==> src/rtl/seg_display_pkg.sv <==
// Shared types and constants for the multiplexed 7-segment display controller.
package seg_display_pkg;

    typedef enum logic [1:0] {
        ST_IDLE = 2'd0,
        ST_CONV = 2'd1,
        ST_DONE = 2'd2
    } state_t;

    localparam logic [6:0] SEG_BLANK = 7'h7F;
    localparam logic [3:0] HEX_F     = 4'hF;
    localparam logic [3:0] BCD_9     = 4'h9;

    // Active-low patterns, entry 0 in the low slice (index by nibble value).
    localparam logic [15:0][6:0] SEG_TABLE = {
        7'h0E, 7'h06, 7'h21, 7'h46, 7'h03, 7'h08, 7'h10, 7'h00,
        7'h78, 7'h02, 7'h12, 7'h19, 7'h30, 7'h24, 7'h79, 7'h40
    };

    function automatic logic [6:0] seg_encode(input logic [3:0] nib);
        return SEG_TABLE[nib];
    endfunction

endpackage

==> src/rtl/seg_display_bin2bcd_seq.sv <==
// Sequential shift-add-3 binary to BCD converter, one input bit per clock.
module bin2bcd_seq
    import seg_display_pkg::*;
#(
    parameter int VALUE_W    = 16,
    parameter int NUM_DIGITS = 4
) (
    input  logic                    clk,
    input  logic                    rst,
    input  logic                    start,
    input  logic [VALUE_W-1:0]      value_in,
    output logic                    busy,
    output logic                    done,
    output logic [4*NUM_DIGITS-1:0] bcd,
    output logic                    ovf
);

    localparam int BCD_W = 4 * NUM_DIGITS;
    localparam int CNT_W = $clog2(VALUE_W + 1);

    logic                r_busy;
    logic [CNT_W-1:0]    r_cnt;
    logic [VALUE_W-1:0]  r_bin;
    logic [BCD_W-1:0]    r_bcd;
    logic                r_ovf;
    logic [BCD_W-1:0]    w_adj;

    always_comb begin
        w_adj = r_bcd;
        for (int d = 0; d < NUM_DIGITS; d++) begin
            if (r_bcd[4*d +: 4] >= 4'd5)
                w_adj[4*d +: 4] = r_bcd[4*d +: 4] + 4'd3;
        end
    end

    // done marks the cycle whose closing edge performs the final shift
    assign done = r_busy && (r_cnt == CNT_W'(VALUE_W - 1));
    assign busy = r_busy;

    always_ff @(posedge clk or posedge rst) begin
        if (rst) begin
            r_busy <= 1'b0;
            r_cnt  <= '0;
        end else if (start) begin
            r_busy <= 1'b1;
            r_cnt  <= '0;
        end else if (r_busy) begin
            r_cnt <= r_cnt + CNT_W'(1);
            if (done)
                r_busy <= 1'b0;
        end
    end

    always_ff @(posedge clk) begin
        if (start) begin
            r_bin <= value_in;
            r_bcd <= '0;
            r_ovf <= 1'b0;
        end else if (r_busy) begin
            r_bin <= r_bin << 1;
            r_bcd <= {w_adj[BCD_W-2:0], r_bin[VALUE_W-1]};
            r_ovf <= r_ovf | w_adj[BCD_W-1];
        end
    end

    assign bcd = r_bcd;
    assign ovf = r_ovf;

endmodule

==> src/rtl/seg_display_ctrl.sv <==
// Multiplexed 7-segment display driver with hex or sequential-BCD value capture.
module seg_display_ctrl
    import seg_display_pkg::*;
#(
    parameter int NUM_DIGITS   = 4,
    parameter int VALUE_W      = 16,
    parameter int REFRESH_BITS = 16
) (
    input  logic                  clk,
    input  logic                  rst,
    input  logic [VALUE_W-1:0]    value_in,
    input  logic                  load,
    output logic                  ready,
    input  logic                  dec_mode,
    input  logic                  blank_lz,
    input  logic [NUM_DIGITS-1:0] dp_sel,
    input  logic                  display_en,
    output logic [6:0]            seg,
    output logic                  dp,
    output logic [NUM_DIGITS-1:0] an,
    output logic                  overflow
);

    localparam int DISP_W = 4 * NUM_DIGITS;
    localparam int IDX_W  = (NUM_DIGITS > 1) ? $clog2(NUM_DIGITS) : 1;

    function automatic logic [DISP_W-1:0] sat_fill(input logic [3:0] d);
        return {NUM_DIGITS{d}};
    endfunction

    state_t                  r_state;
    state_t                  w_next;
    logic                    w_ready;
    logic                    w_dec_upd;
    logic                    w_accept;
    logic                    w_start;
    logic                    w_conv_busy;
    logic                    w_conv_done;
    logic [DISP_W-1:0]       w_bcd;
    logic                    w_conv_ovf;
    logic [31:0]             w_ext;
    logic [DISP_W-1:0]       w_low;
    logic                    w_hi;
    logic                    r_hex_vld_p0;
    logic [DISP_W-1:0]       r_hex_val_p0;
    logic                    r_hex_ovf_p0;
    logic [DISP_W-1:0]       r_disp;
    logic                    r_ovf;
    logic [REFRESH_BITS-1:0] r_refresh;
    logic [IDX_W-1:0]        r_idx;
    logic [NUM_DIGITS-1:0]   w_zero_from;
    logic [3:0]              w_nib;
    logic                    w_blank;
    logic [6:0]              r_seg_p1;
    logic                    r_dp_p1;
    logic [NUM_DIGITS-1:0]   r_an_p1;

    assign w_accept = load && w_ready;
    assign w_start  = w_accept && dec_mode;
    assign w_ext    = 32'(value_in);
    assign w_low    = w_ext[DISP_W-1:0];
    assign w_hi     = (w_ext >> DISP_W) != 32'd0;

    bin2bcd_seq #(
        .VALUE_W    (VALUE_W),
        .NUM_DIGITS (NUM_DIGITS)
    ) u_bin2bcd (
        .clk      (clk),
        .rst      (rst),
        .start    (w_start),
        .value_in (value_in),
        .busy     (w_conv_busy),
        .done     (w_conv_done),
        .bcd      (w_bcd),
        .ovf      (w_conv_ovf)
    );

    always_ff @(posedge clk or posedge rst) begin
        if (rst)
            r_state <= ST_IDLE;
        else
            r_state <= w_next;
    end

    always_comb begin
        w_next = r_state;
        case (r_state)
            ST_IDLE: if (w_start)     w_next = ST_CONV;
            ST_CONV: if (w_conv_done) w_next = ST_DONE;
            ST_DONE:                  w_next = ST_IDLE;
            default:                  w_next = ST_IDLE;
        endcase
    end

    always_comb begin
        w_ready   = (r_state == ST_IDLE) && !w_conv_busy;
        w_dec_upd = (r_state == ST_DONE);
    end

    assign ready = w_ready;

    // ---- stage p0: hex capture, applied to the display one edge later
    always_ff @(posedge clk or posedge rst) begin
        if (rst)
            r_hex_vld_p0 <= 1'b0;
        else
            r_hex_vld_p0 <= w_accept && !dec_mode;
    end

    always_ff @(posedge clk) begin
        if (w_accept && !dec_mode) begin
            r_hex_val_p0 <= w_low;
            r_hex_ovf_p0 <= w_hi;
        end
    end

    always_ff @(posedge clk or posedge rst) begin
        if (rst) begin
            r_disp <= '0;
            r_ovf  <= 1'b0;
        end else if (w_dec_upd) begin
            r_disp <= w_conv_ovf ? sat_fill(BCD_9) : w_bcd;
            r_ovf  <= w_conv_ovf;
        end else if (r_hex_vld_p0) begin
            r_disp <= r_hex_ovf_p0 ? sat_fill(HEX_F) : r_hex_val_p0;
            r_ovf  <= r_hex_ovf_p0;
        end
    end

    assign overflow = r_ovf;

    always_ff @(posedge clk or posedge rst) begin
        if (rst) begin
            r_refresh <= '0;
            r_idx     <= '0;
        end else begin
            r_refresh <= r_refresh + REFRESH_BITS'(1);
            if (&r_refresh)
                r_idx <= (r_idx == IDX_W'(NUM_DIGITS - 1)) ? '0 : r_idx + IDX_W'(1);
        end
    end

    // w_zero_from[i]: digits i and everything to their left are zero
    always_comb begin : lz_scan
        logic v_z;
        v_z         = 1'b1;
        w_zero_from = '0;
        for (int i = NUM_DIGITS - 1; i >= 0; i--) begin
            v_z            = v_z && (r_disp[4*i +: 4] == 4'd0);
            w_zero_from[i] = v_z;
        end
    end

    assign w_nib   = r_disp[4*int'(r_idx) +: 4];
    assign w_blank = blank_lz && (r_idx != '0) && w_zero_from[r_idx];

    // ---- stage p1: registered drive, one cycle behind the digit index
    always_ff @(posedge clk or posedge rst) begin
        if (rst) begin
            r_seg_p1 <= SEG_BLANK;
            r_dp_p1  <= 1'b1;
            r_an_p1  <= '1;
        end else if (!display_en) begin
            r_seg_p1 <= SEG_BLANK;
            r_dp_p1  <= 1'b1;
            r_an_p1  <= '1;
        end else begin
            r_seg_p1 <= w_blank ? SEG_BLANK : seg_encode(w_nib);
            r_dp_p1  <= ~dp_sel[r_idx];
            r_an_p1  <= ~(NUM_DIGITS'(1) << r_idx);
        end
    end

    assign seg = r_seg_p1;
    assign dp  = r_dp_p1;
    assign an  = r_an_p1;

endmodule
==> config.mk <==
export PLATFORM = sky130hd
export DESIGN_NAME = seg_display_ctrl
export DESIGN_NICKNAME = d
export VERILOG_FILES = /design/src/rtl/seg_display_pkg.sv /design/src/rtl/seg_display_bin2bcd_seq.sv /design/src/rtl/seg_display_ctrl.sv
export SDC_FILE = /design/constraint.sdc
export NUM_CORES = 1
export LEC_CHECK = 0
export ABC_AREA = 1
export BUFFER_PORTS_ARGS = -buffer_cell sky130_fd_sc_hd__buf_2
export CAP_MARGIN = 20
export CORE_MARGIN = 2
export CORE_UTILIZATION = 60
export DETAILED_ROUTE_END_ITERATION = 8
export GPL_ROUTABILITY_DRIVEN = 0
export PLACE_DENSITY = 0.92
export SKIP_LAST_GASP = 1
export SLEW_MARGIN = 0
export SYNTH_ARGS = -nofsm -noshare
export SYNTH_HDL_FRONTEND = slang
export SYNTH_HIERARCHICAL = 1
export SYNTH_SLANG_ARGS = --single-unit
export TNS_END_PERCENT = 10
==> constraint.sdc <==
create_clock -name clk -period 2.5 [get_ports clk]
set_clock_uncertainty 0.2 [all_clocks]
set_input_delay 0.5 -clock clk [delete_from_list [all_inputs] [get_ports clk]]
set_output_delay 0.5 -clock clk [all_outputs]
set_load 0.05 [all_outputs]
==> results of run 1 <==
==> per-stage QoR <==
stage	instance area (µm²)	setup slack, ps	utilization	std cells
6_report	5570	329	0.681	727
3_5_place_dp	5360	342	0.656	710
2_1_floorplan	5060	11.5	-	573
5_1_grt	5570	143	0.681	727
4_1_cts	5570	321	0.681	727
3_3_place_gp	5360	502	0.656	710
==> registers in the layout, summed over array words and instances, names as in the netlist <==
register,count
an,4
r_state,2
r_refresh,16
u_bin2bcd/bcd,16
seg,7
u_bin2bcd/r_bin,16
u_bin2bcd/busy,1
u_bin2bcd/ovf,1
r_hex_val_p0,16
r_idx,2
overflow,1
r_disp,16
u_bin2bcd/r_cnt,5
dp,1
r_hex_vld_p0,1
==> cell families (layout without fill, tap and decap cells) <==
family / count (synthesis) / in the layout / share of synthesized area
DFF: 105 / 105 / 0.538
and+or+nand+nor: 305 / 305 / 0.261
adders and majority gates: 21 / 21 / 0.0520
xor gates and xnor gates: 17 / 17 / 0.0295
AOI/OAI and AO/OA: 61 / 61 / 0.0669
buffers and inverters: 64 / 113 / 0.0530
==> power by group <==
| part | switching [mW] | internal, mW | total [mW] |
|---|---|---|---|
| Sequential | 0.408 | 2.38 | 2.78 |
| Combinational | 1.41 | 0.712 | 2.12 |
| Clock | 0.642 | 0.392 | 1.03 |
==> what timing repair did <==
action | CTS | global route
hold endpoints to repair | 23 | 0
setup buffers | 0 | 0
hold buffers | 1 | 0
==> final cells by class <==
cell class	count	share of cell area
Sequential cell	105	0.488
Multi-Input combinational cell	404	0.373
Timing Repair Buffer	47	0.0463
Inverter	50	0.0339
Tap cell	105	0.0236
Clock buffer	9	0.0223
Clock inverter	7	0.0126
==> final timing paths <==
| path | from | slack, ps | to |
|---|---|---|---|
| min reg2reg | r_refresh[0] | 270 | r_refresh[0] |
| max | r_idx[0] | 330 | seg[3] |
| min | value_in[3] | 110 | r_hex_val_p0[3] |
| min in group asynchronous | rst | 380 | u_bin2bcd/r_cnt[2] |
| max in group asynchronous | rst | 970 | an[1] |
| max reg2reg | r_idx[0] | 330 | seg[3] |
==> cell usage in the layout, fill, tap and decap left out, types with 2 or more instances in the layout <==
cell type	count
o22ai_1	2
ha_1	21
o21ai_1	2
nand2_2	9
o21a_1	2
nor2_2	2
dfstp_2	12
xor2_1	11
nand3_2	3
xnor2_1	6
clkbuf_8	9
a21oi_1	8
inv_8	3
nand2_1	187
o21ai_0	29
inv_1	42
edfxtp_1	32
nand3_1	54
dfxtp_1	17
dfrtp_1	44
a31oi_1	17
buf_2	39
clkinv_1	2
nor2_4	5
inv_2	6
or2_2	2
nor2_1	38
buf_4	7
==> layer usage <==
metal	vias up	part of all wire	GRT usage
li1	1946	-	-
met1	1858	0.42	0.303
met2	157	0.50	0.424
met3	29	0.055	0.0595
met4	0	0.024	0.0893
met5	-	0	0
==> metrics.md, run 1 <==
| Metric | Value |
|---|---|
| Max Slew Vio Count | 0 |
| Cts repair resizes | 0 |
| Post-layout power | 5.94 mW |
| DRC viols | 0 |
| Worst-path cell chain | buf_4, inv_2, nand2_1, nand3_1, nand2_1, inv_1, ha_1, inv_1, nand2_1, nand3_1, nand3_1 |
| Async set-reset flop share out of synthesis | 0.533 |
| CTS Root Cell | clkbuf_8 |
| Final WL | 10400 µm |
| Seq/Total Area, Yosys | 0.538 |
| Top post-synthesis cells by count | nand2_1 (187), nand3_1 (54), dfrtp_1 (44), inv_1 (43), nor2_1 (38) |
| Site row count | 33 |
| Dominant cell by count in the synthesized netlist | nand2_1 |
| Post-synth top area share | 0.218 |
| Vias per cell | 5.49 |
| CP peak stage delay | 430 ps |
| Top cells by area, synth | dfrtp_1 (22%), edfxtp_1 (19%), nand2_1 (14%) |
| Post-DP HPWL | 7490 µm |
| Global-route wire length before repair | 17400 µm |
| Pin count of the biggest net entering global routing | 33 |
| Hold WS | 105 ps |
| Via count | 3990 |
| Area of the multi-input gates | 2080 µm² |
| Die height | 95.8 µm |
| Outcome | finished, final reports clean |
| Initial antenna violation count | 0 |
| Worst Setup End Kind | flop |
| Tcrit/Tclk final | 0.868 |
| Die Area | 9170 µm² |
| CP top delay family | buffers and inverters |
| Synth unique cells | 34 |
| Layout overhead on the synthesized area | 10.2% |
| Relative slew slack | 0.504 |
| Num ports | 40 |
| CP Max Fanout | 14 |
| Routed length per instance | 14.3 µm |
| Setup TNS | 0 ps |
| Reg2reg path depth | 11 |
| Gr ovfl total | 0 |
| Tightest Pin Transition | 743 ps |
| Hold Path Class | input port to flop |
| Post-synth top flop | dfrtp_1 |
| Worst skew pair latency | 380 ps |
| Global router's overall resource usage | 0.246 |
| FF/Latch Area | 2720 µm² |
| Final net count | 664 |
| Startpoint Class | flop |
| VDD IR max | 642 µV |
| Post-synth EDFFs | 32 |
| CTS Buf Count | 9 |
| Layout cells sized above 1 | 0.167 |
| Clk slew on worst S/H paths | 110 ps |
| DRT antenna net count | 0 |
| WP depth | 11 |
| Critical setup path kind | flop to flop |
| Worst Path Required | 2610 ps |
| # diodes | 0 |
| Flops & latches, synth | 105 |
| Final setup viols | 0 |
| Leakage | 2.65 nW |
| Vias in the first global route | 3863 |
| Drt pass-1 iters | 5 |
| Critical Path AT | 2290 ps |
| 1st-iter DRT viols | 360 |
| Cell count after synthesis | 573 |
| Syn Area/Cell | 8.82 µm² |
| IO buf count | 39 |
| Critical path's slowest cell | dfrtp_1 |
| Max-cap violation count | 0 |
| Synth area leader | dfrtp_1 |
| Die W | 95.8 µm |
| Clock sinks | 105 |
| Synth warnings | 6 |
| Initial Util | 0.618 |
| RSZ-0062 raised after global routing | false |
| Fill cell count | 625 |
| Clock Tree Buf Depth | 2 |
| WHS Path Cells | 1 |
| CTS tree | built |
| Crit path time final | 2170 ps |
| Fmax | 461 MHz |
| Final hold viol count | 0 |
| Worst Path Buf+Inv | 4 |
| Syn_nets | 620 |
| Core area | 8180 µm² |
| Area of the mapped netlist | 5050 µm² |
| Htree depth | 3 |
| Pwr dens | 1070 nW/µm² |
Power figures use the tool's default switching activity.
==> run 2: changes to the inputs <==
- REMOVE_ABC_BUFFERS: default -> 1
==> metrics.md, run 2 (synthesis gave the netlist of run 1 again) <==
| Metric | Value |
|---|---|
| DRT antenna net count | 0 |
| Clock network fraction of total power | 0.168 |
| Tcrit/Tclk final | 0.867 |
| Clk slew on worst S/H paths | 110 ps |
| Global router's overall resource usage | 0.247 |
| IO buf count | 39 |
| Post-route cell area | 5560 µm² |
| Die height | 95.8 µm |
| Worst Setup End Kind | flop |
| Initial antenna violation count | 0 |
| CTS Buf Count | 9 |
| Pin count of the biggest net entering global routing | 33 |
| Clock Tree Buf Depth | 2 |
| Die Area | 9170 µm² |
| CTS tree | built |
| Layout cells sized above 1 | 0.168 |
| Leakage | 2.65 nW |
| Reg power frac | 0.465 |
| Site row count | 33 |
| Vias in the first global route | 4007 |
| Pwr dens | 1060 nW/µm² |
| Num ports | 40 |
| Final hold viol count | 0 |
| Tightest Pin Transition | 706 ps |
| Placed Cells | 712 |
| Busiest grt layer | met2 |
| Global-route wire length before repair | 17500 µm |
| Max-cap violation count | 0 |
| Worst Path Required | 2560 ps |
| CP peak stage delay | 430 ps |
| Met1 GRT Util | 0.309 |
| Final WL | 10200 µm |
| Die W | 95.8 µm |
| Post-CTS setup buffer count | 0 |
| Routed length per instance | 14.0 µm |
| Internal power | 3.48 mW |
| Core area | 8180 µm² |
| Critical Path AT | 2230 ps |
| Worst skew pair latency | 370 ps |
| Final setup viols | 0 |
| Commonest non-fill, non-tap cell in the layout | nand2_1 |
| Crit path time final | 2170 ps |
| Fmax | 462 MHz |
| Switching Share | 0.410 |
| CP most frequent cell | inv_1 |
| Vias per cell | 5.58 |
| Psw | 2.42 mW |
| Critical setup path kind | flop to flop |
| Final net count | 666 |
| Critical path's slowest cell | dfrtp_1 |
| GR Layer Usage met2 | 0.432 |
| Most frequent cells in the layout | nand2_1 (187), nand3_1 (54), dfrtp_1 (44) |
| Via count | 4065 |
| Final core occ | 0.681 |
| Gr ovfl total | 0 |
| Htree depth | 3 |
| Comb pwr share | 0.367 |
| Worst Path Buf+Inv | 3 |
| Placed inst area | 5370 µm² |
| Worst-path cell chain | nor3_1, nand3_1, inv_1, inv_1, buf_4, o21ai_0, a31oi_1 |
| 1st-iter DRT viols | 369 |
| Max Slew Vio Count | 0 |
| DRC viols | 0 |
| Hold Path Class | input port to flop |
| # diodes | 0 |
| CP top delay family | buffers and inverters |
| Drt pass-1 iters | 5 |
| RSZ-0062 raised after global routing | false |
| Relative slew slack | 0.529 |
| Startpoint Class | flop |
| CTS Root Cell | clkbuf_8 |
| Post-DP HPWL | 7390 µm |
| Layout overhead on the synthesized area | 10.2% |
| Initial Util | 0.618 |
| Non-filler cells, final | 729 |
| Clock sinks | 105 |
| Outcome | finished, final reports clean |
| CP Max Fanout | 22 |
| Met3 GRT Util | 0.0470 |
| VDD IR max | 624 µV |
-- run 2: cell type report --
class	instances	area, µm²
inverters	50	189
clock inverters	7	63.8
well taps	105	131
multi-input cells	404	2070
flip-flops and latches	105	2720
fillers	621	2610
repair buffers	49	273
clock buffers	9	124
-- run 2: final timing paths --
| kind | from | depth (start not counted) | end | slack, ps |
|---|---|---|---|---|
| worst max-delay path | r_state[0] | 7 | u_bin2bcd/bcd[1] | 330 |
| worst min-delay path | value_in[9] | 1 | r_hex_val_p0[9] | 110 |
| worst max register to register | r_state[0] | 7 | u_bin2bcd/bcd[1] | 330 |
| worst min register to register | u_bin2bcd/r_bin[15] | 2 | u_bin2bcd/bcd[0] | 270 |
| max in group asynchronous | rst | 4 | seg[6] | 890 |
| min in group asynchronous | rst | 3 | u_bin2bcd/busy | 390 |
-- run 2: worst reg2reg max path, cell delays in order, from the launching register on --
cell and delay, ps:
dfrtp_1 430, nor3_1 290, nand3_1 130, inv_1 220, inv_1 370, buf_4 280
o21ai_0 70, a31oi_1 60
-- run 2: power by group through the flow --
stage          Combinational (mW)  Clock [mW]  Sequential (mW)
3_3_place_gp                 1.98           0             2.74
5_1_grt                      2.46        1.07             2.80
2_1_floorplan                1.42           0             2.86
3_5_place_dp                 2.14           0             2.76
4_1_cts                      2.15        1.01             2.73
6_report                     2.17       0.989             2.74
-- run 2: timing repair --
| action | 4_1_cts | 5_1_grt |
|---|---|---|
| gates resized for setup | 0 | 0 |
| hold endpoints to repair | 8 | 0 |
| hold buffers | 1 | 0 |
-- run 2: per-stage QoR --
stage                     TNS, ps  worst slack, ps  power (mW)  hold slack [ps]
after CTS                       0              332        5.89             96.7
after global placement          0              440        4.72              236
after global routing            0             76.3        6.34             98.7
after floorplan            -54230             -944        4.28             91.0
after detailed placement        0              344        4.90              246
final                           0              333        5.90              110
-- run 2: routing by layer --
layer | routed length, µm | vias up
li1 | - | 1948
met1 | 4180 | 1919
met2 | 5100 | 171
met3 | 721 | 27
met4 | 227 | 0
met5 | 0 | -
